<file path="src/rtl/sysbus_arbiter.sv">
// ---------------------------------------------------------------------------
// sysbus_arbiter
//
// Shares the single Sysbus master interface between the instruction-fetch
// requester (port 0) and the data-memory requester (port 1). One port is
// granted at a time. The grant is held for a whole transaction:
//   read  : request beat, then BEATS response beats
//   write : BEATS request beats, where the address beat counts as beat 1
//
// Build option:
//   SYSBUS_ARB_RR_EN  defined   -> round-robin tie-break (the port not served
//                                  last wins; port 0 wins the first tie)
//                     undefined -> fixed priority, port 0 always wins a tie
//
// Ports:
//   clk, reset                       clock, asynchronous active-low reset
//   m0_* / m1_*                      requester ports (0 = fetch, 1 = data)
//     reqcyc/req/reqtag   in         request beat (addr, then write data)
//     reqack              out        request beat accepted
//     respcyc/resp/resptag out       response beat
//     respack             in         response beat consumed
//   bus_reqcyc/req/reqtag out        Sysbus request
//   bus_reqack            in         Sysbus request accept
//   bus_respcyc/resp/resptag in      Sysbus response
//   bus_respack           out        Sysbus response accept
//   owner, busy           out        granted port (valid while busy), lock
// ---------------------------------------------------------------------------
module sysbus_arbiter #(
    parameter int BUS_DATA_WIDTH = 64,
    parameter int BUS_TAG_WIDTH  = 13,
    parameter int BEATS          = 8
) (
    input  logic                      clk,
    input  logic                      reset,
    input  logic                      m0_reqcyc,
    input  logic [BUS_DATA_WIDTH-1:0] m0_req,
    input  logic [BUS_TAG_WIDTH-1:0]  m0_reqtag,
    output logic                      m0_reqack,
    output logic                      m0_respcyc,
    output logic [BUS_DATA_WIDTH-1:0] m0_resp,
    output logic [BUS_TAG_WIDTH-1:0]  m0_resptag,
    input  logic                      m0_respack,
    input  logic                      m1_reqcyc,
    input  logic [BUS_DATA_WIDTH-1:0] m1_req,
    input  logic [BUS_TAG_WIDTH-1:0]  m1_reqtag,
    output logic                      m1_reqack,
    output logic                      m1_respcyc,
    output logic [BUS_DATA_WIDTH-1:0] m1_resp,
    output logic [BUS_TAG_WIDTH-1:0]  m1_resptag,
    input  logic                      m1_respack,
    output logic                      bus_reqcyc,
    output logic [BUS_DATA_WIDTH-1:0] bus_req,
    output logic [BUS_TAG_WIDTH-1:0]  bus_reqtag,
    input  logic                      bus_reqack,
    input  logic                      bus_respcyc,
    input  logic [BUS_DATA_WIDTH-1:0] bus_resp,
    input  logic [BUS_TAG_WIDTH-1:0]  bus_resptag,
    output logic                      bus_respack,
    output logic                      owner,
    output logic                      busy
);

    // One extra bit so the counter can hold BEATS itself without wrapping.
    localparam int               CNT_W     = $clog2(BEATS) + 1;
    localparam logic [CNT_W-1:0] LAST_BEAT = CNT_W'(BEATS);
    localparam logic [CNT_W-1:0] ONE_BEAT  = CNT_W'(1);

    typedef enum logic [1:0] {
        S_IDLE  = 2'd0,
        S_REQ   = 2'd1,
        S_RESP  = 2'd2,
        S_WDATA = 2'd3
    } state_t;

    state_t            r_state, w_state_nxt;
    logic              r_owner, w_owner_nxt;
    logic [CNT_W-1:0]  r_cnt,   w_cnt_nxt;
    logic [CNT_W-1:0]  w_cnt_inc;
    logic              w_grant;

    // Owner-selected request side.
    logic                      w_own_reqcyc;
    logic [BUS_DATA_WIDTH-1:0] w_own_req;
    logic [BUS_TAG_WIDTH-1:0]  w_own_reqtag;
    logic                      w_own_respack;
    logic                      w_req_phase;
    logic                      w_resp_phase;
    logic                      w_req_hs;

    assign w_own_reqcyc  = r_owner ? m1_reqcyc  : m0_reqcyc;
    assign w_own_req     = r_owner ? m1_req     : m0_req;
    assign w_own_reqtag  = r_owner ? m1_reqtag  : m0_reqtag;
    assign w_own_respack = r_owner ? m1_respack : m0_respack;

    assign w_req_phase  = (r_state == S_REQ) || (r_state == S_WDATA);
    assign w_resp_phase = (r_state == S_RESP);
    assign w_req_hs     = w_req_phase && w_own_reqcyc && bus_reqack;
    assign w_cnt_inc    = r_cnt + ONE_BEAT;

`ifdef SYSBUS_ARB_RR_EN
    logic r_last;
    logic w_done;

    // Only a tie consults the pointer; a lone requester always wins.
    assign w_grant = (m0_reqcyc && m1_reqcyc) ? ~r_last : m1_reqcyc;

    // The counter is cleared on every grant, so it can only equal BEATS on
    // the cycle a transaction completes (a cancel leaves it at 0).
    assign w_done = (r_state != S_IDLE) && (w_state_nxt == S_IDLE) &&
                    (w_cnt_nxt == LAST_BEAT);

    always_ff @(posedge clk or negedge reset) begin
        if (!reset) begin
            r_last <= 1'b1;
        end else if (w_done) begin
            r_last <= r_owner;
        end
    end
`else
    assign w_grant = ~m0_reqcyc;
`endif

    // NOTE: state registers use non-blocking assignments so every flop samples
    // pre-edge values regardless of block evaluation order.
    always_ff @(posedge clk or negedge reset) begin
        if (!reset) begin
            r_state <= S_IDLE;
            r_owner <= 1'b0;
            r_cnt   <= '0;
        end else begin
            r_state <= w_state_nxt;
            r_owner <= w_owner_nxt;
            r_cnt   <= w_cnt_nxt;
        end
    end

    // NOTE: every variable gets a default before the case so no path can
    // leave one unassigned and infer a latch.
    always_comb begin
        w_state_nxt = r_state;
        w_owner_nxt = r_owner;
        w_cnt_nxt   = r_cnt;
        unique case (r_state)
            S_IDLE: begin
                if (m0_reqcyc || m1_reqcyc) begin
                    w_state_nxt = S_REQ;
                    w_owner_nxt = w_grant;
                    w_cnt_nxt   = '0;
                end
            end
            S_REQ: begin
                if (!w_own_reqcyc) begin
                    w_state_nxt = S_IDLE;          // owner withdrew: cancel
                end else if (bus_reqack) begin
                    if (w_own_reqtag[BUS_TAG_WIDTH-1]) begin
                        w_cnt_nxt   = '0;
                        w_state_nxt = S_RESP;
                    end else begin
                        // The address beat is the first of the write beats.
                        w_cnt_nxt   = ONE_BEAT;
                        w_state_nxt = (ONE_BEAT == LAST_BEAT) ? S_IDLE : S_WDATA;
                    end
                end
            end
            S_WDATA: begin
                if (w_req_hs) begin
                    w_cnt_nxt = w_cnt_inc;
                    if (w_cnt_inc == LAST_BEAT) w_state_nxt = S_IDLE;
                end
            end
            S_RESP: begin
                if (bus_respack) begin
                    w_cnt_nxt = w_cnt_inc;
                    if (w_cnt_inc == LAST_BEAT) w_state_nxt = S_IDLE;
                end
            end
            default: w_state_nxt = S_IDLE;
        endcase
    end

    // Combinational passthrough; everything is forced to 0 outside the
    // phase that owns it, and the non-owner always sees 0.
    assign bus_reqcyc  = w_req_phase & w_own_reqcyc;
    assign bus_req     = w_req_phase ? w_own_req    : '0;
    assign bus_reqtag  = w_req_phase ? w_own_reqtag : '0;
    assign bus_respack = w_resp_phase & w_own_respack & bus_respcyc;

    assign m0_reqack  = w_req_phase & ~r_owner & bus_reqack;
    assign m1_reqack  = w_req_phase &  r_owner & bus_reqack;

    assign m0_respcyc = w_resp_phase & ~r_owner & bus_respcyc;
    assign m0_resp    = (w_resp_phase && !r_owner) ? bus_resp    : '0;
    assign m0_resptag = (w_resp_phase && !r_owner) ? bus_resptag : '0;
    assign m1_respcyc = w_resp_phase &  r_owner & bus_respcyc;
    assign m1_resp    = (w_resp_phase &&  r_owner) ? bus_resp    : '0;
    assign m1_resptag = (w_resp_phase &&  r_owner) ? bus_resptag : '0;

    assign busy  = (r_state != S_IDLE);
    assign owner = busy & r_owner;

endmodule

</file>
<file path="config.mk">
export PLATFORM = sky130hd
export DESIGN_NAME = sysbus_arbiter
export DESIGN_NICKNAME = d
export VERILOG_FILES = /design/src/rtl/sysbus_arbiter.sv
export SDC_FILE = /design/constraint.sdc
export NUM_CORES = 1
export LEC_CHECK = 0
export CAP_MARGIN = 20
export CORE_AREA = 2 2 186 188
export CTS_CLUSTER_DIAMETER = 80
export DETAILED_ROUTE_END_ITERATION = 8
export DIE_AREA = 0 0 188 190
export SLEW_MARGIN = 15
export SYNTH_ARGS = -nofsm -noshare
export SYNTH_HDL_FRONTEND = slang
export SYNTH_SLANG_ARGS = --single-unit
</file>
<file path="constraint.sdc">
create_clock -name clk -period 3 [get_ports clk]
set_input_delay 0.45 -clock clk [delete_from_list [all_inputs] [get_ports clk]]
set_output_delay 0.45 -clock clk [all_outputs]
set_load 0.02 [all_outputs]
</file>
== Word level (Yosys, flattened, before mapping) ==
Index checks and enable logic that the tools add are counted.

* Bits in registers: 7
* Input bits: 239
* Output and inout port bits: 239
* Word-level logic and storage cells: 65

* Add/sub/neg operators: 1
* Eq/ne operators: 10
* Muxes and demuxes: 25
* Bitwise gates (word level): 14
* Reductions and logical operators: 12

{| class="wikitable"
|+ Operators with widths
! cell !! number
|-
| $mux 64 || 4
|-
| $mux 13 || 4
|-
| $mux 4 || 5
|-
| $pmux 4 s4 || 1
|-
| $and 1x1->1 || 12
|-
| $mux 2 || 6
|-
| $ne 2x2->1 const B || 5
|-
| $pmux 2 s4 || 1
|-
| $reduce_and 5->1 || 1
|-
| $add 4x1->4 const B || 1
|-
| $eq 2x2->1 const B || 2
|-
| $eq 4x4->1 const B || 1
|-
| $logic_and 1x1->1 || 4
|-
| $mux 1 || 4
|-
| $reduce_and 4->1 || 1
|-
| $ne 3x3->1 const B || 1
|-
| $eq 2x1->1 const B || 1
|-
| $logic_not 2->1 || 1
|-
| $logic_or 1x1->1 || 2
|-
| $not 1->1 || 2
|-
| $reduce_and 2->1 || 1
|-
| $reduce_bool 2->1 || 1
|-
| $logic_not 1->1 || 1
|}

== Depth between registers and ports, before layout ==
* Word-level depth: 6
* Mapped depth: 5
* Gate-level depth less buffers: 4

== Worst setup path before layout ==
OpenSTA, ideal clock, no wires.

* Path type: register to output
* From: register r_state[0]
* To: output m0_resp[55]
* Arrival time: 1.473 ns
* Data required time: 2.550 ns
* Slack: 1.077 ns
* Stages on the path, launching flop included: 6
* Buffers on the path: 2
* Path through: dfrtp_1 nand2b_1 nor2_1 clkbuf_1 clkbuf_1 and2_1

* Longest elaborated chain between the ends: 3

{| class="wikitable"
|+ Ends and longest elaborated chain
! element !! line !! RTL
|-
| start: declaration || 75 || <nowiki>state_t r_state, w_state_nxt;</nowiki>
|-
| start signal: assignment || 131 || <nowiki>r_state <= w_state_nxt;</nowiki>
|-
| $eq 2x2->1 || 96 || <nowiki>assign w_resp_phase = (r_state == S_RESP);</nowiki>
|-
| $logic_and 1x1->1 || 192 || <nowiki>assign m0_resp = (w_resp_phase && !r_owner) ? bus_resp : '0;</nowiki>
|-
| $mux 64 || 192 ||
|-
| end: declaration || 40 || <nowiki>output logic [BUS_DATA_WIDTH-1:0] m0_resp,</nowiki>
|}

Every way passes these cells.

== Worst setup path in the final report ==
* From: register r_state[0]
* To: output m0_resp[12]

Same word-level chain as after synthesis.

==> run summary <==
The minimum setup slack in the final design is 0.339 ns, and the post-detailed-routing wire length is 17800 um. Prior to clock tree synthesis, the placed netlist has a worst setup slack of 0.571 ns. The initial detailed-routing violation count came out at 176.

TritonCTS built the clock tree. After layout, the design draws a total of 7.07 mW. Summed over all layers, the global routing overflow is 0. The layout has 3642 filler cells. The tools report the number of standard cells in the layout, taps in and fillers out as 1314. The tree is rooted in a sky130_fd_sc_hd__clkbuf_16. Synthesis produced a netlist whose cell count is 411.

The final number of max-transition violations is 0. In the final timing run, aggregate negative setup slack is 0 ns. Measured against its own limit, the worst slew margin works out to 69.8%. The transition at the pin with the smallest max-transition slack is 0.452 ns, and the total iterations of the first detailed-routing run is 4. The total global-route track usage is 9.03%. The area growth from synthesis to layout is 186%. Dividing the detail-routed via count by the number of cells gives 3.46. The clock passes through at most 2 buffers. The largest net degree at the start of global routing was 83. The quantity of gates resized following cts is 0. The mapped netlist covers 2910 sq um. The number of global-route vias before repair was 4397; the data arrival time of the critical path was 2.21 ns.

The path class of the tightest hold or removal check is primary input to asynchronous set/reset pin. The number of nets handed over by synthesis was 651. Setup violations remaining at the end of the flow were counted as 0.

Between clock sinks in the finished design, the worst skew comes to 0.00178 ns. The post-layout minimum cycle time came out at 2.66 ns. The tools report the final standard cell area without fillers as 8320 sq um. The xor/xnor cell area share of the yosys netlist was 0.301%; the initial cell density of the core was 8.58%.

The final hold violation count was 0; the CTS H-tree depth was 1. Share of final-layout standard cells stronger than drive strength 1: 2.56%. The worst setup path is of the flip-flop to output pin kind.

The worst path uses 88.7% of the clock period. The number of clock buffers inserted by TritonCTS is 3, and the horizontal die dimension is 188 um. Power density normalized to cell area: 849 nW/um^2.

After the last flow step, the layout net total stands at 1100. The flow ran to the end, and the final reports show no timing, DRC or antenna violations. The latest clock arrival within the worst-skew pair came out at 0.23 ns. Dividing the synthesized area by the synthesized cell count gives 7.09 sq um. The number of antenna violations at the first check in global routing came out at 0. The tool flagged a number of max-cap violations equal to 0. The simple-gate portion of the synthesized area came out at 55.2%. The count of nets left with antenna violations once routing finished came out at 0. The total of flip-flops plus latches after synthesis was 7.

The tools report the full die area as 35700 sq um. The tools report the sequential area share after synthesis as 6.01%. In this run the standard cell core region covers 33900 sq um. For this block, the via count after detailed routing is 4553. In the final routed layout, each cell accounts on average for 13.6 um. Of the total synthesized cell area, the portion taken by full adders, half adders and majority gates is 0.429%. The worst-case IR drop observed on VDD is 0.400 mV. The main combinational cell family by area after synthesis was simple AND/OR/NAND/NOR gates.

Summing all placed instances gives a cell area of 8240 sq um. The number of clock sinks was 7; the highest achievable clock rate was 0.376 GHz. The number of placed instances, taps included, is 1310. The logs give 3.35 nW for the leakage component of the power and 2550 sq um for the area of the multi-input gates.

The global placement routability congestion came out at 0.864. The tools report the kind of end point of the critical path as an output pin. Setup repair after global routing left no endpoint under its margin. The number of antenna diodes in the final layout is 0.

The compound-cell area share of the yosys netlist came out at 3.65%. The run gives 0.485 ns as the worst hold slack. Of all nets on the critical path, the largest fanout is 65.

During synthesis, Yosys emitted a total of 0 warnings. 478 I/O pins were placed. The utilization of the core after routing is 24.5%, and the first-pass GRT wire length is 25600 um.

The buffers inserted during post-CTS setup optimization was 0. For the number of standard-cell rows in the floorplan, the log shows 68. The die is 190 um tall. Registers take 180 sq um. The portion of synthesized area spent on multiplexers is 27.7%. Synthesis instantiated 34 different standard cells from the library. The clock-pin slew of the registers on the worst-case setup and hold paths is 0.04 ns, and the total DRC errors in the routed layout is 0. Total of hold buffers inserted after clock tree synthesis: 0.

The startpoint type of the worst setup path was a flip-flop. After legalization and detailed placement, the total HPWL measured 14700 um. The required time at the worst-slack endpoint is 2.55 ns, and the count of input and output buffers is 477.
## worst max-delay path, cell delays in order, from the launching register on
cell and delay [ns]:
sky130_fd_sc_hd__dfrtp_2 0.43, sky130_fd_sc_hd__nand2b_1 0.20, sky130_fd_sc_hd__nor2_4 0.26, sky130_fd_sc_hd__buf_12 0.26, sky130_fd_sc_hd__and2_1 0.17, sky130_fd_sc_hd__clkdlybuf4s50_1 0.61
## cells in the mapped netlist, drive strengths merged
cell      n  share of area [%]
and3     80                 17
o31ai     1               0.26
a21oi     2               0.34
buf      10                1.9
nor2b    80                 17
a22oi     1               0.26
a22o      1               0.30
or2       2               0.43
nor2      4               0.52
inv       3               0.39
xor2      1               0.30
a211oi    2               0.52
and2     79                 17
clkbuf   34                4.4
ha        1               0.43
a211o     1               0.30
nor3b     2               0.52
a32oi     2               0.86
and2b     1               0.26
or3       1               0.21
nand2     7               0.90
mux2i    78                 27
o21ai     3               0.52
nand2b    2               0.43
mux2      2               0.90
nand3     3               0.52
dfrtp     7                6.0
o2bb2ai   1               0.30
## power breakdown
part | switching [mW] | internal, mW
clock network | 0.0470 | 0.176
registers | 0.0674 | 0.145
logic | 3.36 | 3.28
## worst paths after layout
path	from	to	slack, ns	depth (start not counted)
worst max-delay path	r_state[0]	m0_resp[12]	0.34	5
worst min-delay path	reset	r_owner	0.49	1
worst max register to register	r_owner	r_cnt[0]	0.91	5
worst min register to register	r_cnt[3]	r_cnt[3]	0.52	1
max in group asynchronous	reset	r_owner	2.25	1
min in group clk	r_cnt[3]	r_cnt[3]	0.52	1
## sequential cells by signal, indices dropped and copies added (netlist names)
signal   cells
r_state      2
r_cnt        4
r_owner      1
## cells by family after synthesis
| group | after synthesis |
|---|---|
| AND/OR/NAND/NOR | 261 |
| multiplexers | 80 |
| buffers and inverters | 47 |
| AO/OA/AOI/OAI | 14 |
| flip-flops | 7 |
| XOR/XNOR | 1 |
| adder cells (fa/ha/maj) | 1 |
## cell type report
cell class	instances	area share, %
Inverter	3	0.135
Multi-Input combinational cell	357	30.7
Clock buffer	4	0.947
Tap cell	455	6.84
Timing Repair Buffer	488	59.3
Sequential cell	7	2.16
## routing by layer
layer	global-route usage [%]	part of all wire (%)	vias up
li1	-	-	2298
met4	1.79	0.99	0
met3	2.53	7.3	10
met1	10.4	40	2012
met5	0	0	-
met2	16.6	52	233
## cell usage in the layout, fill, tap and decap left out, types with 2 or more instances in the layout
cell type / n
sky130_fd_sc_hd__nor2b_1: 80
sky130_fd_sc_hd__nor2_1: 3
sky130_fd_sc_hd__a21oi_1: 2
sky130_fd_sc_hd__clkbuf_16: 3
sky130_fd_sc_hd__dfrtp_1: 5
sky130_fd_sc_hd__buf_4: 5
sky130_fd_sc_hd__clkdlybuf4s50_1: 477
sky130_fd_sc_hd__nand2b_1: 2
sky130_fd_sc_hd__nand3_1: 3
sky130_fd_sc_hd__and3_1: 80
sky130_fd_sc_hd__inv_1: 3
sky130_fd_sc_hd__nand2_1: 7
sky130_fd_sc_hd__o21ai_0: 3
sky130_fd_sc_hd__nor3b_1: 2
sky130_fd_sc_hd__buf_12: 6
sky130_fd_sc_hd__a211oi_1: 2
sky130_fd_sc_hd__mux2i_1: 78
sky130_fd_sc_hd__and2_1: 78
Power figures use the tool's default switching activity.
